## src/rtl/sq_register_gen.sv

```systemverilog
// Sequence register: holds {op,qc,r10}, extend/interrupt state, and arbitrates
// prioritised interrupt requests at each load edge. Optional RUPT_VEC output under SQ_RUPT_VEC_EN.
module sq_register_gen #(
   parameter int OPW = 3,
   parameter int QCW = 2,
   parameter int NRUPT = 10,
   parameter logic [OPW+QCW:0] RUPT_CODE = {(OPW+QCW+1){1'b1}}
) (
   input  logic                  SIM_CLK,
   input  logic                  SIM_RST_n,
   input  logic                  GOJAM,
   input  logic                  NISQ,
   input  logic                  T12,
   input  logic [OPW+QCW:0]      WL,
   input  logic                  EXTPLS,
   input  logic                  INKL,
   input  logic                  INHLPLS,
   input  logic                  RELINT,
   input  logic                  RELPLS,
   input  logic                  OVNHRP,
   input  logic                  MNHRPT,
   input  logic [NRUPT-1:0]      RUPT_REQ,
   output logic [NRUPT-1:0]      RUPT_ACK,
   output logic [OPW-1:0]        SQ_OP,
   output logic [QCW-1:0]        SQ_QC,
   output logic                  SQ_R10,
   output logic                  SQEXT,
   output logic                  INHINT,
   output logic                  IIP,
   output logic                  RPTFRC,
   output logic                  NISQL,
`ifdef SQ_RUPT_VEC_EN
   output logic [((NRUPT>1)?$clog2(NRUPT):1)-1:0] RUPT_VEC,
`endif
   output logic [(2**OPW)-1:0]   SQ_DEC,
   output logic [(2**QCW)-1:0]   QC_DEC
);
   localparam int VW = (NRUPT > 1) ? $clog2(NRUPT) : 1;

   typedef struct packed {
      logic [OPW-1:0] op;
      logic [QCW-1:0] qc;
      logic           r10;
   } sq_t;

   sq_t                sq_wl, sq_rupt;
   logic               futext;
   logic               load, grant;
   logic [NRUPT-1:0]   ack_nxt;
   logic [VW-1:0]      idx;

   assign sq_wl   = WL;
   assign sq_rupt = RUPT_CODE;

   // Lowest-index request wins; scanning downward leaves the lowest hit last.
   always_comb begin
      idx     = '0;
      ack_nxt = '0;
      for (int i = NRUPT-1; i >= 0; i--) begin
         if (RUPT_REQ[i]) begin
            idx     = VW'(i);
            ack_nxt = NRUPT'(1) << i;
         end
      end
   end

   always_comb begin
      load  = T12 & (NISQL | NISQ) & ~INKL;
      grant = load & (|RUPT_REQ) & ~IIP & ~INHINT & ~OVNHRP & ~MNHRPT & ~futext & ~SQEXT;
   end

   always_ff @(posedge SIM_CLK or negedge SIM_RST_n) begin
      if (!SIM_RST_n) begin
         SQ_OP    <= '0;
         SQ_QC    <= '0;
         SQ_R10   <= 1'b0;
         SQEXT    <= 1'b0;
         futext   <= 1'b0;
         INHINT   <= 1'b0;
         IIP      <= 1'b0;
         RPTFRC   <= 1'b0;
         NISQL    <= 1'b0;
         RUPT_ACK <= '0;
`ifdef SQ_RUPT_VEC_EN
         RUPT_VEC <= '0;
`endif
      end else if (GOJAM) begin
         SQ_OP    <= '0;
         SQ_QC    <= '0;
         SQ_R10   <= 1'b0;
         SQEXT    <= 1'b0;
         futext   <= 1'b0;
         INHINT   <= 1'b0;
         IIP      <= 1'b0;
         RPTFRC   <= 1'b0;
         NISQL    <= 1'b0;
         RUPT_ACK <= '0;
`ifdef SQ_RUPT_VEC_EN
         RUPT_VEC <= '0;
`endif
      end else begin
         RUPT_ACK <= grant ? ack_nxt : '0;
         if (load)      NISQL <= 1'b0;
         else if (NISQ) NISQL <= 1'b1;

         if (INHLPLS)     INHINT <= 1'b1;
         else if (RELINT) INHINT <= 1'b0;

         if (grant)       IIP <= 1'b1;
         else if (RELPLS) IIP <= 1'b0;

         // An extend pulse on the load edge arms the following load.
         if (EXTPLS)                futext <= 1'b1;
         else if (load && !grant)   futext <= 1'b0;

         if (load) begin
            RPTFRC <= grant;
            if (grant) begin
               {SQ_OP, SQ_QC, SQ_R10} <= sq_rupt;
               SQEXT <= 1'b0;
            end else begin
               {SQ_OP, SQ_QC, SQ_R10} <= sq_wl;
               SQEXT <= futext;
            end
         end
`ifdef SQ_RUPT_VEC_EN
         if (grant) RUPT_VEC <= idx;
`endif
      end
   end

   // Decoders go dark during counter cycles so no instruction pulses fire.
   always_comb begin
      SQ_DEC = '0;
      QC_DEC = '0;
      if (!INKL) begin
         SQ_DEC[SQ_OP] = 1'b1;
         QC_DEC[SQ_QC] = 1'b1;
      end
   end
endmodule
```

## config.mk

```make
export PLATFORM = sky130hd
export DESIGN_NAME = sq_register_gen
export DESIGN_NICKNAME = d
export VERILOG_FILES = /design/src/rtl/sq_register_gen.sv
export SDC_FILE = /design/constraint.sdc
export NUM_CORES = 1
export LEC_CHECK = 0
export ABC_AREA = 1
export CORE_MARGIN = 8
export CORE_UTILIZATION = 34
export DETAILED_ROUTE_END_ITERATION = 10
export PLACE_DENSITY_LB_ADDON = 0.12
export SETUP_SLACK_MARGIN = 0.02
export SYNTH_ARGS = -nofsm -noshare
export SYNTH_HDL_FRONTEND = slang
export SYNTH_SLANG_ARGS = --single-unit
export TNS_END_PERCENT = 1
```

## constraint.sdc

```tcl
create_clock -name SIM_CLK -period 1.1 [get_ports SIM_CLK]
set_input_delay 0.11 -clock SIM_CLK [delete_from_list [all_inputs] [get_ports SIM_CLK]]
set_output_delay 0.11 -clock SIM_CLK [all_outputs]
set_load 0.05 [all_outputs]
```

## Word-level counts from Yosys, hierarchy flattened

Cells that the tools add are included.

| operators by class | value |
|---|---|
| bitwise logic cells | 17 |
| magnitude comparators | 4 |
| reductions and logical operators | 10 |
| muxes and demuxes | 44 |

Operators by type and width:

| cell | number |
|---|---|
| 10-bit two-way mux | 12 |
| 1-bit two-way mux | 22 |
| 3-bit nonzero test | 4 |
| 10-bit OR reduction | 1 |
| 1-bit bitwise AND | 9 |
| 3-bit two-way mux | 3 |
| 8-bit two-way mux | 1 |
| 1-bit inverter | 7 |
| 2-bit two-way mux | 3 |
| 3-bit by 4-bit < comparator with 1-bit output (second input constant) | 1 |
| 4-bit two-way mux | 1 |
| 1-bit demux with 3-bit select | 1 |
| 3-bit by 1-bit greater-or-equal comparator with 1-bit output (second input constant) | 1 |
| 1-bit logical AND | 3 |
| 2-bit by 3-bit < comparator with 1-bit output (second input constant) | 1 |
| 1-bit demux with 2-bit select | 1 |
| 2-bit by 1-bit greater-or-equal comparator with 1-bit output (second input constant) | 1 |
| 2-bit nonzero test | 1 |
| 1-bit zero test | 1 |
| 1-bit OR | 1 |

| word-level totals | value |
|---|---|
| register bits after elaboration | 22 |
| word-level logic and storage cells | 85 |

## Longest topological paths before layout

| logic depth | value |
|---|---|
| word-level depth | 15 |
| gate-level depth with buffers | 8 |
| depth with buffers taken out | 8 |

## Least setup slack after synthesis

OpenSTA, ideal clock, no wires.

| timing | value |
|---|---|
| path type | register to output |
| start point | register SQ_QC[1] |
| end point | output QC_DEC[3] |
| buffers on the path | 0 |
| arrival time | 1867 ps |
| setup slack | -877 ps |
| stages on the path, launching flop included | 3 |
| path through | dfrtp_1 inv_1 nor3_1 |

| on the way | value |
|---|---|
| cells in the longest elaborated chain, start to end | 5 |
| elaborated cells between the ends (all ways) | 6 |
| those cells by class | 2 x order compare; 3 x mux; 1 x reduce/logical |

Ends and longest elaborated chain:

| what | line | source |
|---|---|---|
| from (decl) | 25 | `output logic [QCW-1:0] SQ_QC,` |
| from (signal assigned) | 119 | `{SQ_OP, SQ_QC, SQ_R10} <= sq_rupt;` |
| from (signal assigned) | 122 | `{SQ_OP, SQ_QC, SQ_R10} <= sq_wl;` |
| 2-bit by 3-bit < comparator with 1-bit output (not written as such) / 2-bit by 1-bit greater-or-equal comparator with 1-bit output (equally long branches) | 138 | `QC_DEC[SQ_QC] = 1'b1;` |
| 1-bit logical AND (not written as such) | 138 |  |
| 1-bit two-way mux (not written as such) | 138 |  |
| 1-bit demux with 2-bit select (*) | 138 |  |
| 4-bit two-way mux (*) | 136 | `if (!INKL) begin` |
| to (decl) | 36 | `output logic [(2**QCW)-1:0] QC_DEC` |

Every way passes the cells marked *; elsewhere a longest branch is shown, timed or not.

## Final worst setup path

| timing | value |
|---|---|
| start point | register SQ_OP[0] |
| end point | output SQ_DEC[4] |

| on the way | value |
|---|---|
| cells in the longest elaborated chain, start to end | 5 |
| elaborated cells between the ends (all ways) | 6 |
| those cells by class | 2 x order compare; 3 x mux; 1 x reduce/logical |

Ends and longest elaborated chain:

| what | line | source |
|---|---|---|
| from (decl) | 24 | `output logic [OPW-1:0] SQ_OP,` |
| from (signal assigned) | 119 |  |
| from (signal assigned) | 122 |  |
| 3-bit by 4-bit < comparator with 1-bit output (not written as such) / 3-bit by 1-bit greater-or-equal comparator with 1-bit output (equally long branches) | 137 | `SQ_DEC[SQ_OP] = 1'b1;` |
| 1-bit logical AND (not written as such) | 137 |  |
| 1-bit two-way mux (not written as such) | 137 |  |
| 1-bit demux with 3-bit select (*) | 137 |  |
| 8-bit two-way mux (*) | 136 |  |
| to (decl) | 35 | `output logic [(2**OPW)-1:0] SQ_DEC,` |

Marks and branches as above.

==> results.yml <==
worst_setup_path:
  end_kind: "output pin"
  worstSetupPathType: "flip-flop to output pin"
  path_max_fanout: 4
  worstSetupStartpointType: "flip-flop"
  crit_start: "SQ_OP[0]"
  rrSetupSlack_ps: -100
  r2r_end: "RUPT_ACK[9]"
  crit_arrival_ps: 1310
  r2r.worst_path.cells: 6
  worstPathRequired_ps: 990
  r2r_start: "INHINT"
timing:
  slew-limit-headroom_pct: 75.6
  worst_slack_ps: -320
  rsz0062_at_grt: "true"
  timing.final.crit_share_pct: 129
  fin_skew_ps: 4.73
  final_max_slew_viol_count: 0
  tightest_slew_ps: 365
  whs_ps: 127
  fin_tns_setup_ps: -4800
  fmax_ghz: 0.704
  hold_violations: 0
  fin_crit_ps: 1420
  setup_viol: 39
logic_synthesis:
  syn_avg_cell_area_um2: 7.64
  synth_top_area_share_pct: 50.4
  syn_inst: 143
  yosys_warnings: 0
  yosysUniqueCellTypes: 18
  yosysTopAreaCell: "dfrtp_1"
  netlist_area_um2: 1090
  synth_fp_nets: 171
  ys_seq_elements: 22
  synthTopCellsByArea: "dfrtp_1, nand2_1, inv_1"
  ys_seq_area_share_pct: 50.4
layout:
  final_layout_size_suffix_gt1_share_pct: 50.4
  regArea_um2: 567
  final_cells: 270
  n_antenna_cell: 0
  nFillCells: 200
  syn_to_final_growth_pct: 129
  multi_input_area_um2: 624
  fin_util_pct: 81.8
  final_area_um2: 2500
  fin_nets: 255
detailed_routing:
  top_layer: "met4"
  wl_met1_mm: 1.28
  wl_mm: 3.77
  via_per_inst: 4.50
  wl_met2_mm: 2.15
  dr.first_iter.drc_count: 32
  drc: 0
  firstDrtPassIters: 4
  ant_nets: 0
  met3_length_um: 240
  via_count: 1216
  wire_per_inst_um: 14.0
floorplan:
  core_um2: 3050
  ioPinCount: 61
  core.rowCount: 20
  die_y_um: 72.7
  start_util_pct: 35.8
  dieArea_um2: 5280
  die_w_um: 72.7
clocking:
  clkLatencyLatePin_ps: 320
  htreeDepth: 1
  cts_tree: "yes"
  cts.sinks: 22
  numCtsBuffers: 3
  clockRootBuffer: "clkbuf_4"
  clk_path_buf_depth: 2
  clkTransAtPathRegs_ps: 130
job:
  max_cap_viol_count: 0
place:
  port_buffers: 60
  placed_cells: 262
  dp_hpwl_mm: 2.95
  gp_congestion: 0.788
  placed_cell_area_um2: 2320
status:
  violations: "setup timing"
  status: "finished, violations left"
pwr:
  pwr-share-clk_pct: 30.3
  p_leak_nw: 1.12
  p_per_area_nw_per_um2: 829
  internal_power_mw: 1.49
  vdd.ir_drop.worst_mv: 0.724
  pwr-share-comb_pct: 28.1
  switching_share_pct: 27.9
  sequentialPowerShare_pct: 41.6
  switchingPower_mw: 0.576
grt:
  grt_max_degree: 23
  grt_pass1_vias: 1292
  grt_overflow: 0
  grt_pass1_wl_mm: 5.91
  grt_usage_pct: 14.0
  antenna_found_initial: 0
hold_path:
  hold_class: "input pin to async pin"
[cell usage after synthesis]
cell type	count
nand2_1	46
o21ai_0	1
nor3_1	5
a21oi_1	1
nor2_4	1
nand4_1	1
nand2_2	3
inv_1	22
a22o_1	1
nand3_2	1
nand3_1	2
nor2_2	11
inv_2	1
nand3b_1	2
nor2_1	20
dfrtp_1	22
or2_2	2
buf_6	1
[final cells by class]
class	count	area share (%)
multi-input cells	97	25.0
clock buffers	3	0.902
well taps	44	2.21
clock inverters	1	1.20
repair buffers	80	44.4
flip-flops and latches	22	22.7
inverters	23	3.56
[critical path, stage by stage (launching register included)]
cell	delay, ps
dfrtp_2	450
or2_4	290
nor2_4	120
buf_12	140
[layout by cell type, fill, tap and decap left out]
master	count
nand2_1	40
buf_12	34
clkdlybuf4s50_1	27
inv_1	18
buf_4	15
nor2_4	14
dfrtp_1	13
nor2_2	12
nand2_2	8
dfrtp_2	7
nor2_1	6
inv_2	4
nor3_4	4
buf_6	4
clkbuf_4	3
dfrtp_4	2
nand3b_1	2
or2_2	1
nand2_4	1
nand3_2	1
nand3_4	1
or2_4	1
nand4_1	1
nand3_1	1
nor3_1	1
inv_4	1
a22o_1	1
a21oi_1	1
o21ai_0	1
bufinv_16	1
[power by group through the flow]
stage	logic [mW]	registers (mW)	clock network, mW
after global routing	0.619	0.865	0.675
after detailed placement	0.544	0.874	0
after global placement	0.533	0.872	0
after floorplan	0.163	0.929	0
final	0.582	0.862	0.626
after CTS	0.552	0.860	0.638
[worst max-delay path by stage]
stage / to / cells past startpoint
3_5_place_dp: RUPT_ACK[9] / 7
4_1_cts: SQ_DEC[4] / 3
3_3_place_gp: RPTFRC / 8
2_1_floorplan: RUPT_ACK[7] / 6
5_1_grt: SQ_DEC[4] / 3
6_report: SQ_DEC[4] / 3
[flip-flops by register name, indices dropped and copies added (netlist names)]
signal / cells
IIP: 1
INHINT: 1
NISQL: 1
RPTFRC: 1
RUPT_ACK: 10
SQEXT: 1
SQ_OP: 3
SQ_QC: 2
SQ_R10: 1
futext: 1
[metrics by stage]
stage / setup WS, ps / total power [mW]
global route: -371 / 2.16
floorplan: -141 / 1.09
detailed placement: -394 / 1.42
finish: -320 / 2.07
global placement: -351 / 1.41
CTS: -355 / 2.05
[layer usage]
layer  GRT usage [%]  vias up
met2            26.7       42
li1                -      596
met1            13.8      571
met4            6.00        0
met5               0        -
met3            3.57        7
[kinds of logic after synthesis]
family | share of synthesized area [%]
and+or+nand+nor | 38.9
buffers and inverters | 8.93
DFF | 50.4
AOI/OAI and AO/OA | 1.72
[timing repair]
item | CTS | global route
pin swaps | 5 | 4
setup endpoints to repair | 39 | 42
hold buffers | 0 | 0
gates resized for setup | 6 | 21
gates cloned | 0 | 0
setup buffers | 0 | 4
Power figures use the tool's default switching activity.
